### src/rtl/multi_cycle_ctrl.sv
// Multi-cycle control unit for a LEGv8-style datapath.
// Sequences FETCH -> DECODE -> EXEC -> [MEM] -> [WB] per instruction and
// drives the datapath controls from an instruction class registered in DECODE.
//
// Handshake: imem_ready / dmem_ready are completion strobes. The access owned
// by the current state (instruction fetch in FETCH, MemRead/MemWrite in MEM)
// stays requested every cycle until the matching ready is high on a rising
// edge. A ready seen in any other state has no effect.
module multi_cycle_ctrl (
    input  logic        clk,
    input  logic        rst_n,
    input  logic [10:0] opcode,
    input  logic        imem_ready,
    input  logic        dmem_ready,
    output logic        RegWrite,
    output logic        Reg2Loc,
    output logic        WRegLoc,
    output logic        ALUSrc,
    output logic        SregUp,
    output logic        MemRead,
    output logic        MemWrite,
    output logic [1:0]  ALUOp,
    output logic [2:0]  BranchOp,
    output logic [1:0]  MemtoReg,
    output logic        IRWrite,
    output logic        PCWrite,
    output logic [2:0]  state,
    output logic        halt
);

    localparam logic [2:0] S_FETCH  = 3'b000;
    localparam logic [2:0] S_DECODE = 3'b001;
    localparam logic [2:0] S_EXEC   = 3'b010;
    localparam logic [2:0] S_MEM    = 3'b011;
    localparam logic [2:0] S_WB     = 3'b100;
    localparam logic [2:0] S_HALT   = 3'b111;

    // Instruction classes held between DECODE and the end of the instruction.
    localparam logic [3:0] C_NONE  = 4'd0;
    localparam logic [3:0] C_R     = 4'd1;
    localparam logic [3:0] C_RS    = 4'd2;
    localparam logic [3:0] C_I     = 4'd3;
    localparam logic [3:0] C_LDUR  = 4'd4;
    localparam logic [3:0] C_STUR  = 4'd5;
    localparam logic [3:0] C_CBZ   = 4'd6;
    localparam logic [3:0] C_CBNZ  = 4'd7;
    localparam logic [3:0] C_B     = 4'd8;
    localparam logic [3:0] C_BL    = 4'd9;
    localparam logic [3:0] C_BCOND = 4'd10;
    localparam logic [3:0] C_MOVK  = 4'd11;
    localparam logic [3:0] C_ILL   = 4'd15;

    logic [2:0] state_q;
    logic [2:0] state_d;
    logic [3:0] cls_q;
    logic [3:0] cls_dec;
    logic       cls_branch;
    logic       active;

    function automatic logic [3:0] classify(input logic [10:0] op);
        casez (op)
            11'b10001011000: return C_R;     // ADD
            11'b11001011000: return C_R;     // SUB
            11'b10001010000: return C_R;     // AND
            11'b10101010000: return C_R;     // ORR
            11'b10101011000: return C_RS;    // ADDS
            11'b11101011000: return C_RS;    // SUBS
            11'b1001000100?: return C_I;     // ADDI
            11'b1101000100?: return C_I;     // SUBI
            11'b11111000010: return C_LDUR;
            11'b11111000000: return C_STUR;
            11'b10110100???: return C_CBZ;
            11'b10110101???: return C_CBNZ;
            11'b000101?????: return C_B;
            11'b100101?????: return C_BL;
            11'b01010100???: return C_BCOND;
            11'b111100101??: return C_MOVK;
            default:         return C_ILL;
        endcase
    endfunction

    assign cls_dec    = classify(opcode);
    // BL is excluded: it retires through WB to write the link register.
    assign cls_branch = (cls_q == C_B) || (cls_q == C_CBZ) ||
                        (cls_q == C_CBNZ) || (cls_q == C_BCOND);
    assign active     = (state_q == S_EXEC) || (state_q == S_MEM) || (state_q == S_WB);
    assign state      = state_q;

    // Next-state selection; unused encodings fall into HALT.
    always_comb begin
        state_d = state_q;
        case (state_q)
            S_FETCH:  if (imem_ready) state_d = S_DECODE;
            S_DECODE: state_d = (cls_dec == C_ILL) ? S_HALT : S_EXEC;
            S_EXEC: begin
                if (cls_branch)                                state_d = S_FETCH;
                else if ((cls_q == C_LDUR) || (cls_q == C_STUR)) state_d = S_MEM;
                else                                           state_d = S_WB;
            end
            S_MEM: begin
                if (dmem_ready) state_d = (cls_q == C_STUR) ? S_FETCH : S_WB;
            end
            S_WB:     state_d = S_FETCH;
            S_HALT:   state_d = S_HALT;
            default:  state_d = S_HALT;
        endcase
    end

    // State register and class register; class is captured in DECODE only.
    always_ff @(posedge clk or negedge rst_n) begin
        if (!rst_n) begin
            state_q <= S_FETCH;
            cls_q   <= C_NONE;
        end else begin
            state_q <= state_d;
            if (state_q == S_DECODE)     cls_q <= cls_dec;
            else if (state_q == S_FETCH) cls_q <= C_NONE;
        end
    end

    // Output decode from state and registered class.
    always_comb begin
        RegWrite = 1'b0;
        Reg2Loc  = 1'b0;
        WRegLoc  = 1'b0;
        ALUSrc   = 1'b0;
        SregUp   = 1'b0;
        MemRead  = 1'b0;
        MemWrite = 1'b0;
        ALUOp    = 2'b00;
        BranchOp = 3'b000;
        MemtoReg = 2'b00;
        PCWrite  = 1'b0;
        halt     = (state_q == S_HALT);
        // Gated by rst_n so a ready held high during reset cannot leak through.
        IRWrite  = rst_n && (state_q == S_FETCH) && imem_ready;

        if (active) begin
            case (cls_q)
                C_R, C_RS: ALUOp = 2'b10;
                C_I:       begin ALUOp = 2'b11; ALUSrc = 1'b1; end
                C_LDUR:    begin ALUSrc = 1'b1; MemtoReg = 2'b01; end
                C_STUR:    begin ALUSrc = 1'b1; Reg2Loc = 1'b1; end
                C_CBZ:     begin ALUOp = 2'b01; Reg2Loc = 1'b1; BranchOp = 3'b010; end
                C_CBNZ:    begin ALUOp = 2'b01; Reg2Loc = 1'b1; BranchOp = 3'b011; end
                C_B:       begin ALUOp = 2'b01; BranchOp = 3'b001; end
                C_BL:      begin ALUOp = 2'b01; WRegLoc = 1'b1; BranchOp = 3'b001; MemtoReg = 2'b10; end
                C_BCOND:   begin ALUOp = 2'b01; BranchOp = 3'b100; end
                C_MOVK:    begin ALUOp = 2'b01; Reg2Loc = 1'b1; MemtoReg = 2'b11; end
                default:   ;
            endcase
        end

        case (state_q)
            S_EXEC: begin
                SregUp  = (cls_q == C_RS);
                PCWrite = cls_branch;
            end
            S_MEM: begin
                MemRead  = (cls_q == C_LDUR);
                MemWrite = (cls_q == C_STUR);
                PCWrite  = (cls_q == C_STUR) && dmem_ready;
            end
            S_WB: begin
                RegWrite = 1'b1;
                PCWrite  = 1'b1;
            end
            default: ;
        endcase
    end

endmodule
### config.mk
export PLATFORM = sky130hd
export DESIGN_NAME = multi_cycle_ctrl
export DESIGN_NICKNAME = d
export VERILOG_FILES = /design/src/rtl/multi_cycle_ctrl.sv
export SDC_FILE = /design/constraint.sdc
export NUM_CORES = 1
export LEC_CHECK = 0
export ABC_AREA = 0
export ABC_CLOCK_PERIOD_IN_PS = 1500
export BUFFER_PORTS_ARGS = -buffer_cell sky130_fd_sc_hd__buf_2
export CAP_MARGIN = 10
export CORE_MARGIN = 2
export CORE_UTILIZATION = 43
export DETAILED_ROUTE_END_ITERATION = 12
export GPL_TIMING_DRIVEN = 0
export PLACE_DENSITY = 0.75
export SLEW_MARGIN = 20
export SYNTH_ARGS = -nofsm -noshare
export SYNTH_HDL_FRONTEND = slang
export SYNTH_SLANG_ARGS = --single-unit
### constraint.sdc
create_clock -name clk -period 1.5 [get_ports clk]
set_input_delay 0.375 -clock clk [delete_from_list [all_inputs] [get_ports clk]]
set_output_delay 0.375 -clock clk [all_outputs]
set_load 0.1 [all_outputs]
==> impl_metrics.py, run 1 <==
metrics = {
    "yosys": {
        "synth_warnings": 0,
        "synthTopCellsByArea": "dfrtp_1, nor2_1, nand2_1",
        "ys_ff_latch": 7,
        "synth-edff-count": 0,
        "synth.net_count": 139,
        "synthFlopType": "dfrtp_1",
        "synthCells": 124,
        "async_reset_ff_share_pct": 100.0,
        "synth_seq_area_share_pct": 20.17,
        "synthesis.area_um2": 868.3,
        "yosysUniqueCellTypes": 43,
        "syn_avg_cell_area_um2": 7.003,
        "yosys.area.top_type": "dfrtp_1",
        "synth_top_cell_area_share_pct": 20.17,
    },
    "placement": {
        "place.gp.congestion": 0.8290,
        "portBuffers": 34,
        "place_area_um2": 1227,
        "pre_cts_ws_ns": -0.6396,
        "dpl.hpwl_mm": 1.901,
    },
    "floorplan": {
        "dieHeight_um": 48.94,
        "rows": 16,
        "start_util_pct": 44.72,
        "io_pins": 35,
        "die_w_um": 48.94,
    },
    "timing": {
        "crit_endpoint": "WRegLoc",
        "endpoint_type": "primary output",
    },
    "global_route": {
        "grt_max_degree": 11,
        "antenna_found_initial": 0,
    },
    "cts": {
        "cts_buffers": 3,
        "cts.sinks": 7,
        "clock_path_buffers": 2,
        "ctsRootBufferMaster": "clkbuf_4",
        "htree_levels": 1,
    },
    "status": {
        "stop_stage": "5_1_grt",
        "status": "did not finish",
        "tool.error": "[ERROR DPL-0033] detailed placement checks failed during check placement.",
    },
}
## Yosys cell counts (2+ instances only)
cell type and n:
a21o_1 3, nand3_2 2, a21oi_1 4, nand2b_1 3
o21ai_0 5, and3_1 5, inv_1 2, dfrtp_1 7
buf_2 3, nor3_1 5, nand3b_1 2, o21ai_1 2
nand4_1 2, a31oi_1 5, nor2_1 22, nand2_1 13
a22oi_1 3, nor4_1 2, nor3b_1 4, nor2b_1 4
clkbuf_1 4
## repair_timing
| item | CTS |
|---|---|
| endpoints found under the setup margin | 20 |
| endpoints found under the hold margin | 7 |
| hold buffers | 1 |
| gates resized for setup | 94 |
| cloned | 0 |
| buffers inserted | 17 |
| pin swaps | 6 |
## stage by stage
stage               hold slack [ns]  TNS, ns  utilization, %  std cells
floorplan                   0.07941   -14.41               -        124
detailed placement           0.2203   -9.227           63.21        185
global placement             0.2175   -8.684           63.21        185
CTS                          0.4761   -8.003           89.18        207
## cell families after synthesis
family | count (synthesis) | synth area share (%)
flip-flops | 7 | 20.17
AND/OR/NAND/NOR | 75 | 48.56
buffers and inverters | 11 | 6.484
AO/OA/AOI/OAI | 29 | 22.33
multiplexers | 2 | 2.450
==> run 2: changes to the inputs <==
--- a/config.mk
+++ b/config.mk
@@ -6,14 +6,14 @@
 export NUM_CORES = 1
 export LEC_CHECK = 0
 export ABC_AREA = 0
-export ABC_CLOCK_PERIOD_IN_PS = 1500
+export ABC_CLOCK_PERIOD_IN_PS = 1950
 export BUFFER_PORTS_ARGS = -buffer_cell sky130_fd_sc_hd__buf_2
 export CAP_MARGIN = 10
-export CORE_MARGIN = 2
-export CORE_UTILIZATION = 43
+export CORE_AREA = 2 2 63 65
 export DETAILED_ROUTE_END_ITERATION = 12
+export DIE_AREA = 0 0 65 67
 export GPL_TIMING_DRIVEN = 0
-export PLACE_DENSITY = 0.75
+export PLACE_DENSITY_LB_ADDON = 0.15
 export SLEW_MARGIN = 20
 export SYNTH_ARGS = -nofsm -noshare
 export SYNTH_HDL_FRONTEND = slang
==> constraint.sdc (replaced) <==
create_clock -name clk -period 1.95 [get_ports clk]
set_input_delay 0.4875 -clock clk [delete_from_list [all_inputs] [get_ports clk]]
set_output_delay 0.4875 -clock clk [all_outputs]
set_load 0.1 [all_outputs]
==> run 2 against run 1 <==
Effect of this change:
- the flow now finishes, with violations (setup timing)
- synthesized cell count unchanged
- area after synthesis unchanged
==> impl_metrics.py, run 2 <==
metrics = {
    "status": {
        "status": "finished with violations",
        "violations": "setup timing",
    },
    "timing": {
        "post-route-period-util_pct": 105.2,
        "worst_hold_slack_ns": 0.09878,
        "clock.fmax_mhz": 487.5,
        "rsz0062_at_grt": "true",
        "finalSetupViolations": 15,
        "worst_clock_skew_ns": 0.004472,
        "slew_headroom_pct": 67.83,
        "hold_viol": 0,
        "fin_ws_ns": -0.1015,
        "fin_crit_ns": 2.051,
        "slew_viol_final": 0,
        "worst_slew_pin_slew_ns": 0.4858,
    },
    "setup_path": {
        "r2r_setup_slack_ns": 0.34,
        "crit_family": "simple AND/OR/NAND/NOR gates",
        "regToRegEndpoint": "state[0]$_DFFE_PN0P_",
        "cpMaxStageDelayCell": "dfrtp_4",
        "reg2reg_depth": 7,
        "r2r-start": "state[1]$_DFFE_PN0P_",
        "path_buf_inv": 1,
        "cpPeakStageDelay_ns": 0.51,
        "start_kind": "flip-flop",
        "arrival_ns": 1.56,
        "crit_chain": "or2_2 -> nor3_4 -> buf_12",
        "endpoint_kind": "output port",
        "crit_fanout": 7,
        "crit_type": "flip-flop to output port",
        "required_ns": 1.46,
    },
    "cells_and_area": {
        "areaGrowthSynthToFinish_pct": 96.69,
        "final_nets": 195,
        "final_common_cell": "buf_4",
        "drive_gt1_share_pct": 60.34,
        "largest_reg_flops": 4,
        "regMostFlops": "cls_q",
        "finalInstanceArea_um2": 1708,
        "layout_common_cells": "buf_4, buf_2, nor2_1, nand2_1, buf_12",
        "antenna_cells": 0,
    },
    "placement": {
        "place_area_um2": 1245,
        "dpl.hpwl_mm": 2.000,
        "portBuffers": 34,
        "pre_cts_ws_ns": -0.3002,
        "place.gp.congestion": 0.7724,
    },
    "cts": {
        "insertion_delay_ns": 0.22,
        "cts_buffers": 3,
        "hold_buffers": 0,
        "htree_levels": 1,
        "cts_tree": "built",
        "cts.sinks": 7,
        "clk_pin_slew_ns": 0.04,
        "ctsRootBufferMaster": "clkbuf_8",
        "clock_path_buffers": 2,
    },
    "yosys": {
        "async_reset_ff_share_pct": 100.0,
        "yosys.area.top_type": "dfrtp_1",
        "synth.net_count": 139,
        "ys_ff_latch": 7,
        "synthesis.area_um2": 868.3,
        "synth-edff-count": 0,
        "synthFlopType": "dfrtp_1",
        "synthTopCellsByArea": "dfrtp_1, nor2_1, nand2_1",
        "synthCells": 124,
        "syn_avg_cell_area_um2": 7.003,
        "synth_warnings": 0,
        "yosysUniqueCellTypes": 43,
        "synth_seq_area_share_pct": 20.17,
        "synth_top_cell_area_share_pct": 20.17,
        "synth_commonest_cells": "nor2_1, nand2_1, dfrtp_1",
        "synth.most_common_cell": "nor2_1",
    },
    "floorplan": {
        "start_util_pct": 24.08,
        "dieHeight_um": 67,
        "die_w_um": 65,
        "core_area_um2": 3606,
        "io_pins": 35,
        "dieArea_um2": 4355,
        "rows": 22,
    },
    "global_route": {
        "track_usage_pct": 13.23,
        "grt_pass1_vias": 1035,
        "grt_overflow": 0,
        "grt_pass1_wl_mm": 4.581,
        "antenna_found_initial": 0,
        "grt_max_degree": 11,
    },
    "detailed_routing": {
        "routed_wirelength_mm": 2.815,
        "drt_first_iter_violations": 57,
        "route.detailed.drc": 0,
        "vias": 1092,
        "vias_per_cell": 4.811,
        "first_pass_iters": 4,
        "avgRoutedWirePerCell_um": 12.40,
        "final_antenna_net_count": 0,
    },
    "run": {
        "drv_cap": 0,
    },
    "power": {
        "pwr_density_cell_nw_per_um2": 236.5,
        "leakage_nw": 0.7392,
        "ir_worst_vdd_mv": 0.1095,
    },
    "hold_path": {
        "hold_path_class": "input pin to async pin",
    },
}
run 2: how the worst max path moves through the flow:
stage	start	cells after the start	slack, ns	to
after floorplan	state[1]$_DFFE_PN0P_	6	-1.11	ALUOp[1]
after global placement	state[2]$_DFFE_PN0P_	6	-0.28	WRegLoc
after detailed placement	state[2]$_DFFE_PN0P_	6	-0.30	WRegLoc
after CTS	state[2]$_DFFE_PN0P_	5	-0.12	WRegLoc
after global routing	cls_q[0]$_DFFE_PN0P_	5	-0.16	MemtoReg[0]
final	state[2]$_DFFE_PN0P_	3	-0.10	IRWrite
run 2: final cells by class:
class,count,area [um^2]
clock buffers,4,45.04
flip-flops and latches,7,187.7
multi-input cells,106,827.0
plain buffers,5,66.31
inverters,2,11.26
repair buffers,55,510.5
well taps,48,60.06
fillers,358,1898
run 2: through the flow:
stage | power (W) | TNS (ns) | utilization (%) | cells
6_report | 0.0004040 | -0.9194 | 47.36 | 227
5_1_grt | 0.0004233 | -1.785 | 47.36 | 227
4_1_cts | 0.0004072 | -0.9353 | 44.48 | 217
3_5_place_dp | 0.0002039 | -2.875 | 34.52 | 206
3_3_place_gp | 0.0002030 | -2.681 | 34.52 | 206
2_1_floorplan | 0.0001729 | -8.750 | - | 124
run 2: logic make-up after synthesis:
family	count (synthesis)	synth area share, %
flops	7	20.17
compound gates	29	22.33
simple gates	75	48.56
mux	2	2.450
buf+inv	11	6.484
run 2: timing repair:
item / CTS / global route
setup endpoints to repair: 17 / 16
setup buffers: 11 / 10
resized for setup: 73 / 7
pin swaps: 8 / 5
run 2: where the power goes:
group	total, W	internal [W]	leakage, nW	switching [W]
Combinational	0.0000567	0.0000258	0.655	0.0000309
Sequential	0.000146	0.000146	0.0616	0.000000173
Clock	0.000201	0.000141	0.0228	0.0000599
run 2: metal layers:
metal,wire length [um],track usage (%)
met3,104,1.182
met4,27,4.787
met1,1261,15.90
met2,1422,24.36
met5,0,0
Note: power is estimated with default switching activity, not from simulation.
